`src/rtl/voice_alloc_pkg.sv`:
```
// Shared types for the voice allocator: FSM states, slot record, age-tracker opcodes.
package voice_alloc_pkg;

    typedef enum logic [2:0] {
        IDLE,
        SEARCH,
        UPDATE,
        ISSUE,
        WAIT_ACK,
        GAP
    } alloc_state_t;

    typedef struct packed {
        logic       on;
        logic [7:0] note;
        logic [7:0] vel;
        logic [2:0] age;
    } voice_slot_t;

    // What the age tracker does to its slot ages on the UPDATE edge
    typedef enum logic [1:0] {
        AGE_HOLD,
        AGE_ALLOC,
        AGE_TOUCH,
        AGE_CLEAR
    } age_op_t;

    localparam int AGE_MAX = 7;
    localparam int CNT_W   = 16;

endpackage

```
`src/rtl/voice_age_tracker.sv`:
```
// Per-slot 3-bit age registers; reports the oldest active slot (highest age, ties to lowest index).
module voice_age_tracker
    import voice_alloc_pkg::*;
#(
    parameter int NUM_VOICES = 5,
    parameter int IDX_W      = 3
) (
    input  logic                  clk_in,
    input  logic                  rst_in,
    input  age_op_t               op_i,
    input  logic [IDX_W-1:0]      idx_i,
    input  logic [NUM_VOICES-1:0] active_i,
    output logic [IDX_W-1:0]      oldest_o
);

    logic [NUM_VOICES-1:0][2:0] age_q;
    logic [2:0]                 best_age;
    logic                       found;

    always_ff @(posedge clk_in or negedge rst_in) begin
        if (!rst_in) begin
            age_q <= '0;
        end else begin
            for (int i = 0; i < NUM_VOICES; i++) begin
                if (op_i != AGE_HOLD && IDX_W'(i) == idx_i)
                    age_q[i] <= '0;
                else if (op_i == AGE_ALLOC && active_i[i] && age_q[i] != 3'(AGE_MAX))
                    age_q[i] <= age_q[i] + 3'd1;
            end
        end
    end

    always_comb begin
        oldest_o = '0;
        best_age = '0;
        found    = 1'b0;
        for (int i = 0; i < NUM_VOICES; i++) begin
            if (active_i[i] && (!found || age_q[i] > best_age)) begin
                found    = 1'b1;
                best_age = age_q[i];
                oldest_o = IDX_W'(i);
            end
        end
    end

endmodule

```
`src/rtl/voice_allocator.sv`:
```
// MIDI note events -> paced 5-slot voice bursts for the wave combiner.
// Optional oldest-voice stealing on a full table: define VOICE_STEAL_EN.
module voice_allocator
    import voice_alloc_pkg::*;
#(
    parameter int                    NUM_VOICES  = 5,
    parameter logic [NUM_VOICES-1:0] ALLOC_MASK  = 5'b11110,
    parameter int                    ACK_TIMEOUT = 1024,
    parameter int                    MIN_GAP     = 64
) (
    input  logic                       clk_in,
    input  logic                       rst_in,
    input  logic                       event_valid_in,
    output logic                       event_ready_out,
    input  logic                       event_is_on_in,
    input  logic [7:0]                 event_note_in,
    input  logic [7:0]                 event_vel_in,
    input  logic                       parsed_ready_in,
    output logic                       burst_change_out,
    output logic [NUM_VOICES-1:0]      on_array_out,
    output logic [16*NUM_VOICES-1:0]   burst_data_out,
    output logic [7:0]                 drop_count_out,
    output logic                       ack_timeout_out
);

    localparam int IDX_W = (NUM_VOICES > 1) ? $clog2(NUM_VOICES) : 1;

    alloc_state_t               state_q;
    logic                       ready_q, ev_on_q;
    logic [7:0]                 ev_note_q, ev_vel_q;
    logic                       match_hit_q, free_hit_q;
    logic [IDX_W-1:0]           match_idx_q, free_idx_q;
    logic [CNT_W-1:0]           cnt_q;
    logic [NUM_VOICES-1:0]      on_q;
    logic [NUM_VOICES-1:0][7:0] note_q, vel_q;
    logic                       burst_change_q, ack_to_q;
    logic [NUM_VOICES-1:0]      on_array_q;
    logic [16*NUM_VOICES-1:0]   burst_data_q, burst_d;
    logic [7:0]                 drop_q;

    logic                       match_hit_d, free_hit_d, drop_d;
    logic [IDX_W-1:0]           match_idx_d, free_idx_d, tgt_idx_d, oldest_idx;
    age_op_t                    op_d, age_op;

    // Downward scan leaves the lowest matching / free index
    always_comb begin
        match_hit_d = 1'b0;
        match_idx_d = '0;
        free_hit_d  = 1'b0;
        free_idx_d  = '0;
        for (int i = NUM_VOICES - 1; i >= 0; i--) begin
            if (on_q[i] && note_q[i] == ev_note_q) begin
                match_hit_d = 1'b1;
                match_idx_d = IDX_W'(i);
            end
            if (ALLOC_MASK[i] && !on_q[i]) begin
                free_hit_d = 1'b1;
                free_idx_d = IDX_W'(i);
            end
        end
    end

    always_comb begin
        op_d      = AGE_HOLD;
        tgt_idx_d = match_idx_q;
        drop_d    = 1'b0;
        if (ev_on_q) begin
            if (match_hit_q) begin
                op_d = AGE_TOUCH;
            end else if (free_hit_q) begin
                op_d      = AGE_ALLOC;
                tgt_idx_d = free_idx_q;
            end else begin
`ifdef VOICE_STEAL_EN
                op_d      = AGE_ALLOC;
                tgt_idx_d = oldest_idx;
`else
                drop_d = 1'b1;
`endif
            end
        end else if (match_hit_q) begin
            op_d = AGE_CLEAR;
        end else begin
            drop_d = 1'b1;
        end
    end

`ifndef VOICE_STEAL_EN
    logic unused_oldest;
    assign unused_oldest = ^oldest_idx;
`endif

    assign age_op = (state_q == UPDATE && !drop_d) ? op_d : AGE_HOLD;

    voice_age_tracker #(
        .NUM_VOICES (NUM_VOICES),
        .IDX_W      (IDX_W)
    ) u_age (
        .clk_in   (clk_in),
        .rst_in   (rst_in),
        .op_i     (age_op),
        .idx_i    (tgt_idx_d),
        .active_i (on_q),
        .oldest_o (oldest_idx)
    );

    always_comb begin
        burst_d = '0;
        for (int i = 0; i < NUM_VOICES; i++)
            burst_d[16*i +: 16] = {note_q[i], vel_q[i]};
    end

    always_ff @(posedge clk_in or negedge rst_in) begin
        if (!rst_in) begin
            state_q        <= IDLE;
            ready_q        <= 1'b0;
            ev_on_q        <= 1'b0;
            ev_note_q      <= '0;
            ev_vel_q       <= '0;
            match_hit_q    <= 1'b0;
            match_idx_q    <= '0;
            free_hit_q     <= 1'b0;
            free_idx_q     <= '0;
            cnt_q          <= '0;
            on_q           <= '0;
            note_q         <= '0;
            vel_q          <= '0;
            burst_change_q <= 1'b0;
            on_array_q     <= '0;
            burst_data_q   <= '0;
            drop_q         <= '0;
            ack_to_q       <= 1'b0;
        end else begin
            burst_change_q <= 1'b0;
            case (state_q)
                IDLE: begin
                    if (event_valid_in && ready_q) begin
                        ev_on_q   <= event_is_on_in && (event_vel_in != 8'd0);
                        ev_note_q <= event_note_in;
                        ev_vel_q  <= event_vel_in;
                        ready_q   <= 1'b0;
                        state_q   <= SEARCH;
                    end else begin
                        ready_q <= 1'b1;
                    end
                end
                SEARCH: begin
                    match_hit_q <= match_hit_d;
                    match_idx_q <= match_idx_d;
                    free_hit_q  <= free_hit_d;
                    free_idx_q  <= free_idx_d;
                    state_q     <= UPDATE;
                end
                UPDATE: begin
                    if (drop_d) begin
                        if (drop_q != 8'hFF) drop_q <= drop_q + 8'd1;
                        state_q <= IDLE;
                    end else begin
                        on_q[tgt_idx_d]   <= ev_on_q;
                        note_q[tgt_idx_d] <= ev_on_q ? ev_note_q : 8'd0;
                        vel_q[tgt_idx_d]  <= ev_on_q ? ev_vel_q : 8'd0;
                        state_q           <= ISSUE;
                    end
                end
                ISSUE: begin
                    burst_change_q <= 1'b1;
                    on_array_q     <= on_q;
                    burst_data_q   <= burst_d;
                    cnt_q          <= '0;
                    state_q        <= (|on_q) ? WAIT_ACK : GAP;
                end
                WAIT_ACK: begin
                    if (parsed_ready_in) begin
                        cnt_q   <= '0;
                        state_q <= GAP;
                    end else if (cnt_q == CNT_W'(ACK_TIMEOUT - 1)) begin
                        ack_to_q <= 1'b1;
                        cnt_q    <= '0;
                        state_q  <= GAP;
                    end else begin
                        cnt_q <= cnt_q + 1'b1;
                    end
                end
                GAP: begin
                    if (cnt_q == CNT_W'(MIN_GAP - 1)) state_q <= IDLE;
                    else cnt_q <= cnt_q + 1'b1;
                end
                default: state_q <= IDLE;
            endcase
        end
    end

    assign event_ready_out  = ready_q;
    assign burst_change_out = burst_change_q;
    assign on_array_out     = on_array_q;
    assign burst_data_out   = burst_data_q;
    assign drop_count_out   = drop_q;
    assign ack_timeout_out  = ack_to_q;

endmodule

```
`config.mk`:
```
export PLATFORM = sky130hd
export DESIGN_NAME = voice_allocator
export DESIGN_NICKNAME = d
export VERILOG_FILES = /design/src/rtl/voice_alloc_pkg.sv /design/src/rtl/voice_age_tracker.sv /design/src/rtl/voice_allocator.sv
export SDC_FILE = /design/constraint.sdc
export NUM_CORES = 1
export LEC_CHECK = 0
export CORE_ASPECT_RATIO = 1.2
export CORE_MARGIN = 3
export CORE_UTILIZATION = 50
export CTS_CLUSTER_SIZE = 10
export DETAILED_ROUTE_END_ITERATION = 10
export PLACE_DENSITY = 0.79
export SYNTH_ARGS = -nofsm -noshare
export SYNTH_HDL_FRONTEND = slang
export SYNTH_SLANG_ARGS = --single-unit
```
`constraint.sdc`:
```
create_clock -name clk_in -period 2.98 [get_ports clk_in]
set_input_delay 0.447 -clock clk_in [delete_from_list [all_inputs] [get_ports clk_in]]
set_output_delay 0.447 -clock clk_in [all_outputs]
set_load 0.02 [all_outputs]
```
---- Yosys cells after proc, flatten, opt, wreduce, memory -nomap -nowiden ----
Index checks and enable logic that the tools add are counted.
operators by class
  $add $sub $neg .......................... 2
  order comparisons ....................... 2
  eq/ne operators ......................... 17
  mux-type cells .......................... 47
  bitwise logic cells ..................... 2
  reductions and logical operators ........ 18
operators by type and width
  cell                   number
  $bwmux 40              2
  $mux 16                3
  $mux 3                 16
  $pmux 16 s3            1
  $eq 8x8->1             5
  $demux 8 s3            1
  $mux 8                 3
  $pmux 3 s6             1
  $mux 1                 17
  $add 16x1->16 const B  1
  $eq 16x10->1 const B   1
  $eq 16x6->1 const B    1
  $reduce_and 3->1       3
  $add 8x1->8 const B    1
  $logic_and 1x1->1      8
  $ne 8x8->1 const B     1
  $reduce_bool 8->1      1
  $eq 3x2->1 const B     2
  $eq 3x3->1 const B     2
  $ne 2x2->1 const B     3
  $reduce_and 2->1       3
  $bwmux 5               1
  $reduce_or 5->1        1
  $lt 3x4->1 const B     1
  other kinds (8)        9
word-level totals
  register bits ........................... 225
  bits of input ports ..................... 21
  output and inout bits ................... 96

---- Longest topological paths before layout ----
Gate-level depths: netlist (run 1).
  word-level depth ........................ 8
  mapped depth ............................ 7

---- Least setup slack after synthesis (run 1) ----
No wires, ideal clock.
  path type ............................... register to register
  start ................................... register cnt_q[0]
  end ..................................... register cnt_q[0]
  arrival ................................. 1.835 ns
  data required time ...................... 2.855 ns
  path slack .............................. 1.020 ns
  cell stages (with the launch flop) ...... 8
  path buffers ............................ 1
  path through ............................ dfrtp_1 -> ha_1 -> nand3_2 -> or3_4 -> o311ai_4 -> nor2_2 -> buf_6 -> mux2_2
on the way
  word-level cells in the longest chain between the ends .. 4
  elaborated cells on any way between the ends .. 9
  those cells by class .................... add/sub (1); eq/ne (3); mux (4); reduce/logical (1)
ends and longest elaborated chain
  item                                                  line                                                                    text
  start, declared                                       voice_allocator.sv:33                                                   logic [CNT_W-1:0] cnt_q;
  start signal, assigned                                voice_allocator.sv:181                                                  cnt_q <= cnt_q + 1'b1;
  start signal, assigned                                voice_allocator.sv:186                                                  else cnt_q <= cnt_q + 1'b1;
  $add 16x1->16 / $eq 16x10->1 (equally long branches)  voice_allocator.sv:181, voice_allocator.sv:186, voice_allocator.sv:176
  $mux 16                                               voice_allocator.sv:176                                                  end else if (cnt_q == CNT_W'(ACK_TIMEOUT - 1)) begin
  $mux 16                                               voice_allocator.sv:173                                                  if (parsed_ready_in) begin
  $pmux 16 s3                                           voice_allocator.sv:135                                                  case (state_q)
Parallel ways exist; a longest one is shown, timed or not. The select of a mux whose other input is x is not followed.
A chain may end at the register's enable or synchronous reset.

---- Worst setup path after layout (run 1) ----
  start ................................... register cnt_q[9]
  end ..................................... register cnt_q[10]
Same word-level chain as after synthesis.

==> results.cfg, run 1 <==
[setup_path]
slowest_stage = a21boi_2
crit_buf_inv = 1
cp_max_fo = 13
required_ps = 3430
crit_chain = nor4_1, nand4_1, a21boi_2, clkinv_1, o21ai_0, a22o_1
arrival_ps = 2880
endpoint_kind = flop
critPathMaxStageDelay_ps = 530
cp_top_family = compound AO/OA/AOI/OAI gates
path_class = reg -> reg
worstSetupStartpointType = flop

[yosys]
ys_seq_area_share_pct = 58.5
syn-num-nets = 932
synthFlopType = dfrtp_1
ys_warn_count = 0
syn_area_per_cell_um2 = 10.6
synth_edf_count = 0
synth_cell_type_count = 55
postSynthCellCount = 909
syn-cell-area_um2 = 9620
synth_seq_cells = 225
synth-async-reset-ratio_pct = 100

[sta]
finalCritPeriodShare_pct = 81.5
slew_headroom_pct = 41.2
worst_slew_pin_slew_ps = 879
fmax_mhz = 412
setup-violations-final = 0
slew_violations = 0
skew_ps = 6.70
min_period_ps = 2430
tns_ps = 0
grt_setup_unrepaired = no
setup_ws_ps = 551
hold_viol_final = 0

[hold_path]
hp-class = reg -> reg

[routing]
vias = 6843
ant_nets = 0
viasPerCell = 5.35
wirelength_um = 21900
drt-wirelength-per-cell_um = 17.1
drt-pass1-iter-count = 5
drc = 0
initialDrtViolationCount = 400

[cells_and_area]
nFillCells = 1473
layout_commonest_cell = nand2_1
antenna_cells = 0
area_growth_pct = 22.2
drive_gt1_share_pct = 13.9
nNetsFinal = 1047
mostFrequentLayoutCells = nand2_1 (303), dfrtp_1 (225), clkdlybuf4s50_1 (115)
fin_util_pct = 63.5
multi_input_comb_area_um2 = 3760
seqCellArea_um2 = 5630

[global_route]
grt_pass1_wl_um = 36500
grt_usage_pct = 21.4
grt_overflow = 0
antenna_found_initial = 0
grt_pass1_vias = 7152
grt_max_degree = 82

[floorplan]
initial_utilization_pct = 52.0
pin_count = 117
dieWidth_um = 133
core_area_um2 = 18500
fp-row-count = 54
die_y_um = 158
dieArea_um2 = 21000

[power]
power.density_nw_per_um2 = 723
power_leakage_nw = 5.66
peakVddDrop_uv = 497
finalPower_mw = 8.50

[clocking]
clk_latency_ps = 510
clkSinkCount = 225
post_cts_buffers = 0
clock_path_buffers = 3
clk_pin_slew_ps = 60
cts_buffers = 26
cts_root_buffer = clkbuf_16
cts_max_level = 1
cts_tree = done

[placed_design]
hpwl_um = 14800
dpl_worst_slack_ps = 629
portBuffers = 116
routabilityCongestion = 0.839

[run]
drv_cap = 0

[status]
outcome = finished, final reports clean
## synthesized netlist by cell type (3+ instances only)
cell        n  area, um^2
and3_1      6        37.5
a21oi_1     9        45.0
nand2_1   303        1140
dfrtp_1   225        5630
nor2_1     18        67.6
nor2b_1     5        31.3
and3b_1     4        35.0
xnor2_1    30         263
nand3_1    15        75.1
nor4_1      8        50.1
buf_2       7        35.0
nor3_1     13        65.1
nand2b_1    5        31.3
xor2_1     17         149
mux2_2     85         957
o21ai_0    35         175
a22o_1      7        61.3
nor3b_1     3        22.5
and2_1     16         100
nand4_1    13        81.3
inv_1      10        37.5
clkbuf_1   33         124
## what timing repair did
item | CTS | global route
hold buffers | 1 | 0
endpoints found under the hold margin | 77 | 0
resized for setup | 0 | 0
## registers in the layout (all words and copies together), names as in the netlist
signal and count:
event_ready_out 1, cnt_q 16, ev_on_q 1, match_idx_q 3
state_q 3, ev_note_q 8, ev_vel_q 8, burst_data_out 80
burst_d 80, ack_timeout_out 1, on_array_out 5, drop_count_out 8
burst_change_out 1, free_hit_q 1, on_q 5, match_hit_q 1
free_idx_q 3
## worst reg2reg max path, delay by kind of cell (launching register included)
family | cells | cell delay (ps)
AO/OA/AOI/OAI | 3 | 880
buffers and inverters | 1 | 430
flip-flops | 1 | 430
AND/OR/NAND/NOR | 2 | 620
## worst paths after layout
| check | startpoint | end | slack (ps) | depth (start not counted) |
|---|---|---|---|---|
| worst min register to register | burst_d[71] | burst_data_out[71] | 460 | 2 |
| worst max register to register | cnt_q[9] | cnt_q[10] | 550 | 6 |
| max in group asynchronous | rst_in | burst_data_out[2] | 1630 | 3 |
| worst min-delay path | burst_d[71] | burst_data_out[71] | 460 | 2 |
| worst max-delay path | cnt_q[9] | cnt_q[10] | 550 | 6 |
| min in group asynchronous | rst_in | state_q[2] | 530 | 2 |
## cell families (layout without fill, tap and decap cells)
group,count (synthesis),count (layout),synth area share [%]
xor gates and xnor gates,47,47,4.28
buffers and inverters,56,174,2.43
adders and majority gates,2,2,0.260
and+or+nand+nor,423,423,19.5
AOI/OAI and AO/OA,70,70,4.88
DFF,225,225,58.5
muxes,86,86,10.2
## through the flow
stage | hold slack, ps | instance area (um^2) | cells
final | 461 | 11800 | 1279
after global routing | 483 | 11800 | 1279
after CTS | 461 | 11800 | 1279
after detailed placement | 445 | 11000 | 1247
after floorplan | 151 | 9620 | 909
after global placement | 441 | 11000 | 1247
## cell type report
class / instances / share of cell area, %
Clock buffer: 31 / 5.96
Inverter: 11 / 0.351
Multi-Input combinational cell: 628 / 32.0
Sequential cell: 225 / 47.9
Tap cell: 252 / 2.68
Timing Repair Buffer: 132 / 11.2
## routing by layer
metal / global-route usage (%) / vias up / routed length [um]
li1: - / 3225 / -
met1: 28.1 / 3390 / 9380
met2: 36.9 / 191 / 10800
met3: 3.53 / 37 / 1130
met4: 6.39 / 0 / 571
met5: 0 / - / 0
## where the power goes
group | internal (mW) | leakage (nW) | total [mW] | switching (mW)
clock | 1.62 | 0.343 | 2.73 | 1.11
sequential | 3.42 | 3.07 | 3.93 | 0.506
combinational | 0.866 | 2.24 | 1.84 | 0.977
(Power assumes the default switching activity.)
==> run 2: changes to the inputs <==
- PLACE_DENSITY: 0.79 -> 0.82
- clock period: 2.98 -> 2 ns (I/O delays scaled with it)
==> run 2 against run 1 <==
Against the previous run:
- the flow now finishes with violations (negative setup slack)
- critical endpoint is now cnt_q[9]
- utilization rose by 2.5 points
- flip-flop and latch count did not move
- non-clock buffer count rose by 36
- cell count rose by 3.0%
- largest cell class unchanged
- critical path depth did not move
- highest routed layer unchanged
- worst hold slack got worse by 150 ps
==> results.cfg, run 2 (synthesized netlist as in run 1, its figures left out) <==
[setup_path]
path_class = reg -> reg
r2r-start = cnt_q[4]
worstSetupStartpointType = flop
crit_chain = nor4bb_1, nand4_1, a21boi_4, buf_4, nor2_4, a221o_1
endpoint_kind = flop
slowest_stage = nor4bb_1
setup.worst_path.start = cnt_q[4]
critPathMaxStageDelay_ps = 490
crit_buf_inv = 1
required_ps = 2390
arrival_ps = 2410
cp_top_family = simple AND/OR/NAND/NOR gates
cp_max_fo = 6

[floorplan]
die_y_um = 158
core_area_um2 = 18500
initial_utilization_pct = 52.0
fp-row-count = 54
pin_count = 117
dieWidth_um = 133
dieArea_um2 = 21000

[status]
outcome = finished, violations left
violations = negative setup slack

[run]
drv_cap = 0

[clocking]
cts_tree = done
clk_latency_ps = 510
cts_buffers = 27
clkSinkCount = 225
cts_root_buffer = clkbuf_16
clk_pin_slew_ps = 50
clock_path_buffers = 3
cts_max_level = 1

[cells_and_area]
stdcell_count = 1318
mostFrequentLayoutCells = nand2_1 (303), dfrtp_1 (223), clkdlybuf4s50_1 (115)
nNetsFinal = 1085
drive_gt1_share_pct = 18.0
nFillCells = 1411
antenna_cells = 0
area_growth_pct = 27.0
layout_commonest_cell = nand2_1

[sta]
slew_headroom_pct = 68.1
worst_slew_pin_slew_ps = 472
finalCritPeriodShare_pct = 101
setup-violations-final = 1
setup_ws_ps = -21.6
fmax_mhz = 495
hold_viol_final = 0
min_period_ps = 2020
skew_ps = 9.03
slew_violations = 0
grt_setup_unrepaired = yes

[global_route]
grt_pass1_vias = 7503
grt_max_degree = 58
grt_overflow = 0
grt_usage_pct = 22.3
grt_pass1_wl_um = 38300
antenna_found_initial = 0

[power]
power_leakage_nw = 5.90
clkPwrFrac_pct = 30.7
power_frac_seq_pct = 43.3
power.density_nw_per_um2 = 1090
netSwitchingFraction_pct = 30.6
p_sw_mw = 4.08
peakVddDrop_uv = 705
combPwrFrac_pct = 26.0
internal_power_mw = 9.25

[hold_path]
hp-class = in -> async

[routing]
vias = 7066
viasPerCell = 5.36
drt-pass1-iter-count = 4
ant_nets = 0
wirelength_um = 23100
drt-wirelength-per-cell_um = 17.5
drc = 0
initialDrtViolationCount = 340

[placed_design]
place_inst = 1275
hpwl_um = 15700
portBuffers = 116
routabilityCongestion = 0.861
dpl_worst_slack_ps = -65.4
## run 2: layout make-up
| cell class | instances | area, um^2 | area share, % |
|---|---|---|---|
| Clock buffer | 30 | 697 | 5.70 |
| Clock inverter | 3 | 17.5 | 0.143 |
| Inverter | 11 | 41.3 | 0.338 |
| Multi-Input combinational cell | 629 | 3830 | 31.3 |
| Sequential cell | 225 | 5630 | 46.1 |
| Tap cell | 252 | 315 | 2.58 |
| Timing Repair Buffer | 168 | 1690 | 13.8 |
## run 2: final timing paths
check	slack (ps)	to	cells after the start
setup / recovery	-20	cnt_q[9]	6
hold / removal	310	cnt_q[11]	2
setup reg to reg	-20	cnt_q[9]	6
hold reg to reg	470	burst_data_out[69]	2
max in group asynchronous	1000	burst_data_out[65]	3
min in group clk_in	400	ev_note_q[5]	2
## run 2: stage by stage
stage / utilization (%) / cell area (um^2) / power [mW] / hold slack [ps] / TNS, ps
finish: 66.0 / 12200 / 13.3 / 314 / -21.6
global route: 66.0 / 12200 / 14.0 / 359 / -250
CTS: 65.4 / 12100 / 13.2 / 338 / -1.26
detailed placement: 61.4 / 11400 / 8.99 / 263 / -161
global placement: 61.4 / 11400 / 8.88 / 261 / 0
floorplan: - / 9620 / 7.72 / 4.41 / 0
## run 2: power by group through the flow
stage	combinational, mW	sequential, mW	clock [mW]
6_report	3.47	5.77	4.09
5_1_grt	3.75	5.85	4.39
4_1_cts	3.24	5.76	4.17
3_5_place_dp	3.17	5.82	0
3_3_place_gp	3.08	5.80	0
2_1_floorplan	2.13	5.59	0
## run 2: what timing repair did
item / 4_1_cts / 5_1_grt
buffers inserted: 0 / 8
cloned: 0 / 1
setup endpoints to repair: 12 / 47
hold buffers: 1 / 0
hold endpoints to repair: 51 / 0
resized for setup: 3 / 14
pin swaps: 0 / 6
## run 2: per-layer routing
metal  track usage [%]  part of all wire [%]  vias to the layer above
li1                  -                     -                     3301
met1              27.5                    40                     3492
met2              39.5                    51                      211
met3              4.64                   5.5                       62
met4              7.57                   3.2                        0
met5                 0                     0                        -
